## src/rtl/bus_arbiter_burst_scheduler_pkg.sv

```systemverilog
// Shared types and defaults for the GLay burst-locking bus arbiter.
// Optional statistics are enabled with BUS_ARBITER_BURST_SCHEDULER_STATS_EN.
package glay_arbiter_pkg;

   localparam int ARB_MAX_BURST  = 8;
   localparam int ARB_DATA_WIDTH = 64;
   localparam int ARB_ID_WIDTH   = 2;

   typedef enum logic [0:0] {ARB_IDLE, ARB_GRANT} arb_sched_state_t;

   // Beat layout at the default widths, for code that carries a whole beat as one word.
   typedef struct packed {
      logic [ARB_DATA_WIDTH-1:0] data;
      logic                      last;
      logic [ARB_ID_WIDTH-1:0]   id;
   } arb_beat_t;

   // Round-robin successor; works for requester counts that are not powers of two.
   function automatic int arbNextPtr(input int id, input int numRequests);
      return (id >= numRequests - 1) ? 0 : id + 1;
   endfunction

endpackage

```

## src/rtl/bus_arbiter_burst_scheduler_rr_select.sv

```systemverilog
// Combinational round-robin pick: first requester at or above the pointer, wrapping.
module arbiter_rr_select #(
   parameter int NUM_REQUESTS = 4,
   parameter int ID_WIDTH     = $clog2(NUM_REQUESTS)
) (
   input  logic [NUM_REQUESTS-1:0] i_req,
   input  logic [ID_WIDTH-1:0]     i_rrPtr,
   output logic [NUM_REQUESTS-1:0] o_grant,
   output logic [ID_WIDTH-1:0]     o_id,
   output logic                    o_valid
);

   int                  w_idx;
   logic [ID_WIDTH-1:0] w_idxSel;

   always_comb begin
      o_grant  = '0;
      o_id     = '0;
      o_valid  = 1'b0;
      w_idx    = 0;
      w_idxSel = '0;
      for (int k = 0; k < NUM_REQUESTS; k++) begin
         w_idx = int'(i_rrPtr) + k;
         if (w_idx >= NUM_REQUESTS) begin
            w_idx = w_idx - NUM_REQUESTS;
         end
         w_idxSel = ID_WIDTH'(w_idx);
         if (!o_valid && i_req[w_idxSel]) begin
            o_valid           = 1'b1;
            o_id              = w_idxSel;
            o_grant[w_idxSel] = 1'b1;
         end
      end
   end

endmodule

```

## src/rtl/bus_arbiter_burst_scheduler.sv

```systemverilog
// Round-robin burst-locking scheduler onto one registered valid/ready bus.
// Define BUS_ARBITER_BURST_SCHEDULER_STATS_EN to add grant_cnt/beat_total counters.
module bus_arbiter_burst_scheduler
   import glay_arbiter_pkg::*;
#(
   parameter int NUM_REQUESTS = 4,
   parameter int DATA_WIDTH   = 64,
   parameter int MAX_BURST    = ARB_MAX_BURST,
   parameter int ID_WIDTH     = $clog2(NUM_REQUESTS),
   parameter int CNT_WIDTH    = $clog2(MAX_BURST + 1)
) (
   input  logic                                   ap_clk,
   input  logic                                   areset,
   input  logic                                   enable,
   input  logic [NUM_REQUESTS-1:0]                s_valid,
   input  logic [NUM_REQUESTS-1:0][DATA_WIDTH-1:0] s_data,
   input  logic [NUM_REQUESTS-1:0]                s_last,
   output logic [NUM_REQUESTS-1:0]                s_ready,
   output logic                                   m_valid,
   output logic [DATA_WIDTH-1:0]                  m_data,
   output logic                                   m_last,
   output logic [ID_WIDTH-1:0]                    m_id,
   input  logic                                   m_ready,
   output logic                                   busy
`ifdef BUS_ARBITER_BURST_SCHEDULER_STATS_EN
   ,
   output logic [NUM_REQUESTS-1:0][31:0]          grant_cnt,
   output logic [31:0]                            beat_total
`endif
);

   arb_sched_state_t        r_state;
   arb_sched_state_t        w_nextState;
   logic [ID_WIDTH-1:0]     r_rrPtr;
   logic [ID_WIDTH-1:0]     r_gntId;
   logic [NUM_REQUESTS-1:0] r_gntOneHot;
   logic [CNT_WIDTH-1:0]    r_beatCnt;
   logic                    r_mValid;
   logic                    r_mLast;
   logic [DATA_WIDTH-1:0]   r_mData;
   logic [ID_WIDTH-1:0]     r_mId;
   logic [NUM_REQUESTS-1:0] w_selGrant;
   logic [ID_WIDTH-1:0]     w_selId;
   logic                    w_selValid;
   logic                    w_slotFree;
   logic                    w_accept;
   logic                    w_finalBeat;
   logic                    w_startGrant;

   arbiter_rr_select #(
      .NUM_REQUESTS (NUM_REQUESTS),
      .ID_WIDTH     (ID_WIDTH)
   ) u_rrSelect (
      .i_req   (s_valid),
      .i_rrPtr (r_rrPtr),
      .o_grant (w_selGrant),
      .o_id    (w_selId),
      .o_valid (w_selValid)
   );

   // The output register can take a beat when empty or when it drains this cycle.
   assign w_slotFree   = (r_state == ARB_GRANT) && (!r_mValid || m_ready);
   assign w_accept     = w_slotFree && s_valid[r_gntId];
   assign w_finalBeat  = s_last[r_gntId] || (r_beatCnt == CNT_WIDTH'(MAX_BURST - 1));
   assign w_startGrant = (r_state == ARB_IDLE) && enable && w_selValid;

   always_ff @(posedge ap_clk) begin
      if (areset) begin
         r_state <= ARB_IDLE;
      end else begin
         r_state <= w_nextState;
      end
   end

   always_comb begin
      w_nextState = r_state;
      case (r_state)
         ARB_IDLE:  if (w_startGrant) w_nextState = ARB_GRANT;
         ARB_GRANT: if (w_accept && w_finalBeat) w_nextState = ARB_IDLE;
         default:   w_nextState = ARB_IDLE;
      endcase
   end

   always_comb begin
      s_ready = w_slotFree ? r_gntOneHot : '0;
      busy    = (r_state == ARB_GRANT) || r_mValid;
      m_valid = r_mValid;
      m_data  = r_mData;
      m_last  = r_mLast;
      m_id    = r_mId;
   end

   // Release and pointer advance happen once, on the accepted final beat only.
   always_ff @(posedge ap_clk) begin
      if (areset) begin
         r_rrPtr     <= '0;
         r_gntId     <= '0;
         r_gntOneHot <= '0;
         r_beatCnt   <= '0;
         r_mValid    <= 1'b0;
         r_mLast     <= 1'b0;
         r_mData     <= '0;
         r_mId       <= '0;
      end else begin
         if (w_startGrant) begin
            r_gntId     <= w_selId;
            r_gntOneHot <= w_selGrant;
            r_beatCnt   <= '0;
         end
         if (w_accept) begin
            r_mValid  <= 1'b1;
            r_mData   <= s_data[r_gntId];
            r_mId     <= r_gntId;
            r_mLast   <= w_finalBeat;
            r_beatCnt <= r_beatCnt + CNT_WIDTH'(1);
            if (w_finalBeat) begin
               r_rrPtr <= ID_WIDTH'(arbNextPtr(int'(r_gntId), NUM_REQUESTS));
            end
         end else if (m_ready) begin
            r_mValid <= 1'b0;
         end
      end
   end

`ifdef BUS_ARBITER_BURST_SCHEDULER_STATS_EN
   logic [NUM_REQUESTS-1:0][31:0] r_grantCnt;
   logic [31:0]                   r_beatTotal;

   always_ff @(posedge ap_clk) begin
      if (areset) begin
         r_grantCnt  <= '0;
         r_beatTotal <= '0;
      end else begin
         if (w_startGrant && (r_grantCnt[w_selId] != 32'hFFFF_FFFF)) begin
            r_grantCnt[w_selId] <= r_grantCnt[w_selId] + 32'd1;
         end
         if (r_mValid && m_ready && (r_beatTotal != 32'hFFFF_FFFF)) begin
            r_beatTotal <= r_beatTotal + 32'd1;
         end
      end
   end

   assign grant_cnt  = r_grantCnt;
   assign beat_total = r_beatTotal;
`endif

endmodule

```

## config.mk

```make
export PLATFORM = sky130hd
export DESIGN_NAME = bus_arbiter_burst_scheduler
export DESIGN_NICKNAME = d
export VERILOG_FILES = /design/src/rtl/bus_arbiter_burst_scheduler_pkg.sv /design/src/rtl/bus_arbiter_burst_scheduler_rr_select.sv /design/src/rtl/bus_arbiter_burst_scheduler.sv
export SDC_FILE = /design/constraint.sdc
export NUM_CORES = 1
export LEC_CHECK = 0
export BUFFER_PORTS_ARGS = -buffer_cell sky130_fd_sc_hd__buf_4
export CAP_MARGIN = 20
export CORE_AREA = 2 2 132 134
export DETAILED_ROUTE_END_ITERATION = 10
export DIE_AREA = 0 0 134 136
export PLACE_DENSITY = 0.68
export SKIP_CTS_REPAIR_TIMING = 1
export SLEW_MARGIN = 15
export SYNTH_ARGS = -nofsm -noshare
export SYNTH_HDL_FRONTEND = slang
export SYNTH_SLANG_ARGS = --single-unit
```

## constraint.sdc

```tcl
create_clock -name ap_clk -period 3.6 [get_ports ap_clk]
set_input_delay 0.18 -clock ap_clk [delete_from_list [all_inputs] [get_ports ap_clk]]
set_output_delay 0.18 -clock ap_clk [all_outputs]
set_load 0.05 [all_outputs]
```

After elaboration in Yosys (flattened, before gate mapping)
Index checks and enable logic that the tools add are counted.
W data, S select, Z words.

storage, ports and cells
  output and inout port bits = 73
  flip-flop bits (word level) = 81
  input port bits = 268

cells by class
  reductions and logical operators = 22
  bitwise logic cells = 4
  muxes and demuxes = 47
  add/subtract/negate cells = 9
  equal/unequal tests = 1
  magnitude comparators = 14

operator list
  operator               count
  $bmux W64 S2           1
  $mux W64               1
  $mux W4                7
  $mux W1                18
  $mux W2                9
  $lt A2 B3 Y1 const B   5
  $bmux W1 S2            6
  $logic_and A1 B1 Y1    12
  $or A4 B4 Y4           3
  $ge A3 B3 Y1 const B   3
  $demux W1 S2           4
  $ge A2 B1 Y1 const B   4
  $sub A2 B1 Y2 const B  4
  $add A2 B2 Y3 const B  2
  $add A4 B1 Y4 const B  1
  $eq A4 B3 Y1 const B   1
  $logic_not A1 Y1       4
  $reduce_bool A2 Y1     2
  $add A2 B1 Y3 const B  1
  $ge A2 B3 Y1 const B   1
  $logic_or A1 B1 Y1     3
  $add A2 B1 Y2 const B  1
  $ge A2 B2 Y1 const B   1
  $pmux W1 S2            1
  other kinds (2)        2

Longest topological paths before layout
  depth after elaboration = 17
  depth in mapped cells = 9

Cells and area by module
A second synthesis with hierarchy kept.

second synthesis, totals
  cell total of the unflattened synthesis = 482
  area total of the unflattened synthesis = 4929.7 µm²

modules (own cells, without submodules)
  module                       times used  cells each  area each (µm²)
  bus_arbiter_burst_scheduler  1           437         4508.1
  arbiter_rr_select            1           45          421.7

Worst setup path after synthesis
OpenSTA, ideal clock, no wires.

  path kind = reg-to-reg
  start point = register r_rrPtr[1]
  end point = register r_beatCnt[2]
  arrival time = 2.484 ns
  required time = 3.533 ns
  cell stages (with the launch flop) = 10
  path slack = 1.048 ns
  path through = dfxtp_1 clkbuf_1 inv_1 ha_1 mux4_2 o41a_1 buf_6 nor2_4 o21ai_2 a21oi_2

between the ends
  word-level cells in the longest chain between the ends = 16

ends and longest elaborated chain
  item                                                                    RTL line                                     source
  start: declaration                                                      bus_arbiter_burst_scheduler.sv:34            logic [ID_WIDTH-1:0] r_rrPtr;
  start signal: assignment                                                bus_arbiter_burst_scheduler.sv:117           r_rrPtr <= ID_WIDTH'(arbNextPtr(int'(r_gntId), NUM_REQUESTS));
  parallel branches: the longest is 13 deep, another holds $add A2 B1 Y3  -
  $mux W1 (*)                                                             bus_arbiter_burst_scheduler_rr_select.sv:28  if (!o_valid && i_req[w_idxSel]) begin
  $logic_and A1 B1 Y1 (*)                                                 bus_arbiter_burst_scheduler.sv:65            assign w_startGrant = (r_state == ARB_IDLE) && enable && w_selValid;
  $reduce_bool A2 Y1 (no source line) (*)                                 -
  end signal: assignment                                                  bus_arbiter_burst_scheduler.sv:115           r_beatCnt <= r_beatCnt + CNT_WIDTH'(1);
  end: declaration                                                        bus_arbiter_burst_scheduler.sv:37            logic [CNT_WIDTH-1:0] r_beatCnt;

Mark *: on every way between the ends. The select of a mux whose other input is x is not followed.
A chain may end at the register's enable or synchronous reset.

Worst setup path after layout
  start point = register r_rrPtr[1]
  end point = register r_gntId[1]

between the ends
  word-level cells in the longest chain between the ends = 15

ends and longest elaborated chain
  item                                                                    RTL line                            source
  parallel branches: the longest is 15 deep, another holds $add A2 B1 Y3  -
  end signal: assignment                                                  bus_arbiter_burst_scheduler.sv:106  r_gntId <= w_selId;
  end: declaration                                                        bus_arbiter_burst_scheduler.sv:35   logic [ID_WIDTH-1:0] r_gntId;

Parallel ways; which one is timed is not known. The select of a mux whose other input is x is not followed.

==> metrics.txt <==
Simple-Gate Fraction of Synth Area=15.86%; CP max-delay cell=mux4_2; routed len/inst=17.39 µm; static leakage=between 0.003 and 0.004 µW; initial drt markers=~190; Avg Inst Size Synth=9.920 µm²; fraction of registers with async set/reset=0%; mux contribution to synthesized area=between 30% and 40%; synth warn=0; clk sinks=a little over 80; synthesis-stage register bit count=81; Core Box Area=~0.017 mm²; Total Wirelength=~18 mm; worst-margin pin slew=0.8997 ns; Post-synth EDFFs=0; worst setup path class=flip-flop to flip-flop; top-count cell post-synth=nand2_1; Skew-Pair Late Insertion Delay=around 0.34 ns; Setup crit end kind=flip-flop; Worst-path clk slew=0.07 ns; largest family of logic cells by synthesized area=multiplexers; gr ovfl total=0; Final Hold Fails=0; Synth Area in XOR/XNOR=0.1802%; share of cells above drive strength 1=a little over half; Synth Area in Compound Gates=between 10% and 20%; Max-slew headroom=between 40% and 50%; post-synthesis sequential area ratio=between 30% and 40%; die area=~0.018 mm²; Clock Tree Root=clkbuf_16; initial antenna violation count=0; Die H=136 µm; # port buffers=between 300 and 400; final period utilization=78.52%; CP peak stage delay=0.68 ns; max_cap viols=0; worst-path fanout max=15; worst path cell trace=inv_1 > ha_1 > mux4_2 > o41ai_2 > nor3_1 > nor3_2; setup TNS=0 ns; # setup viols final=0; RSZ-0062 raised after global routing=false; Via Count=about 5100; max-slew violation count=0; htree depth=3; vias in the first global route=between 5000 and 6000; post-synthesis cell type count=37; P per Cell Area=just under 400 mW/mm²; synth cell count leaders=nand2_1 (135), a21oi_1 (83), dfxtp_1 (81), mux4_2 (70), clkbuf_1 (29); maximum VDD drop=between 0.00015 and 0.0002 V; ANT cells=0; Area Growth Syn to Fin=62.93%; Achievable Freq=353.8 MHz; cell area after synthesis=between 0.004 and 0.005 mm²; HP Class=primary input to flip-flop; gate count of the mapped netlist=490; routability-driven placement congestion ratio=0.8121; Synth top area share=between 30% and 40%; nets=between 1000 and 1500; HPWL after DPL=roughly 14 mm; Die Wd=around 130 µm; Tmin final=2.827 ns; Critical Path AT=about 3.1 ns; Synth Flop Type=dfxtp_1; top cells by area, synth=dfxtp_1 (33%), mux4_2 (32%), nand2_1 (10%), a21oi_1 (8.5%), clkbuf_1 (2.2%); I/O pin cnt=about 340; skew final=approximately 0.011 ns; residual DRC count=0; TritonCTS clock tree=built; Post-Syn Nets=roughly 770; first-pass GRT wire length=roughly 27 mm; largest net degree at the start of global routing=82; Num CTS Buffers=9; # rows=between 40 and 50; Antenna Nets Post-Route=0; status=finished clean; Clock Path Buffers=2; total track usage=between 10% and 20%; Initial Util=a little under 30%; critical path startpoint category=flip-flop; leading area contributor after synthesis=dfxtp_1; vias per cell=about 4.9; Synth Area in Adders=about 1.8%; Worst Hold Slack=0.3073 ns; Detailed Routing Iterations Pass 1=4; Worst Path Required=3.86 ns
[path summary, 6_finish.rpt]
path              depth (start not counted)         from  slack, ns    endpoint
hold reg to reg                           2   m_data[44]       0.45  m_data[44]
setup reg to reg                          6   r_rrPtr[1]       0.77  r_gntId[1]
setup / recovery                          6   r_rrPtr[1]       0.77  r_gntId[1]
hold / removal                            4  s_data[185]       0.31  m_data[57]
[registers in the layout, summed over array words and instances, names as in the netlist]
register and cells:
m_data 64, r_beatCnt 4, r_gntOneHot 4, m_id 2
r_gntId 2, r_rrPtr 2, m_last 1, m_valid 1
r_state 1
[cell usage in the layout, fill, tap and decap left out, types with 2 or more instances in the layout]
cell / count
o21ai_0: 2
clkbuf_1: 2
ha_1: 7
nor2_1: 12
a21oi_1: 83
dfxtp_1: 79
and3_1: 4
mux2i_1: 2
dfxtp_4: 2
mux2_2: 2
nor2b_1: 6
nand3b_1: 5
a221oi_1: 2
a211oi_1: 5
clkbuf_16: 10
mux4_2: 70
inv_1: 3
nand2_1: 135
buf_4: 346
bufinv_16: 3
nor3_1: 7
[area by class of cell]
class	instances	area (µm²)
Clock buffer	12	257.7
Clock inverter	4	96.34
Fill cell	1619	8956
Inverter	3	11.26
Multi-Input combinational cell	361	3047
Sequential cell	81	1629
Tap cell	225	281.5
Timing Repair Buffer	346	2597
[critical path: cells and delay by family, from the launching register on]
| kind | cells | cell delay (ns) |
|---|---|---|
| muxes | 1 | 0.68 |
| AOI/OAI and AO/OA | 1 | 0.65 |
| DFF | 1 | 0.55 |
| adders and majority gates | 1 | 0.40 |
| and+or+nand+nor | 2 | 0.33 |
| buffers and inverters | 1 | 0.15 |
[metal layers]
metal  track usage (%)  share of wire (%)  routed length, µm  vias to the layer above
met5                 0                  0                  0                        -
met3             5.257                8.3               1490                       25
met1             21.67                 38               6749                     2400
met4             7.329                2.5                442                        0
li1                  -                  -                  -                     2421
met2             33.33                 52               9258                      228
[power by group]
group	internal [µW]	total (µW)	switching, µW	leakage (µW)
Combinational	503	1030	527	0.00251
Sequential	958	994	36.1	0.000660
Clock	722	1110	385	0.000172
Total	2180	3130	948	0.00334
[through the flow]
stage	worst slack, ns	power (µW)	area [µm²]	util (%)	std cells
2_1_floorplan	1.048	1648	4861	-	490
3_3_place_gp	0.8504	2042	7566	44.83	1016
3_5_place_dp	0.7959	2053	7566	44.83	1016
4_1_cts	0.7730	3164	7920	46.93	1032
5_1_grt	0.6153	3275	7920	46.93	1032
6_report	0.7732	3131	7920	46.93	1032
[kinds of logic after synthesis]
logic type	Yosys count
compound gates	99
xor+xnor	1
fa+ha+maj	7
buf+inv	48
flops	81
mux	74
simple gates	180
No activity file was read; power rests on OpenSTA's default activity.
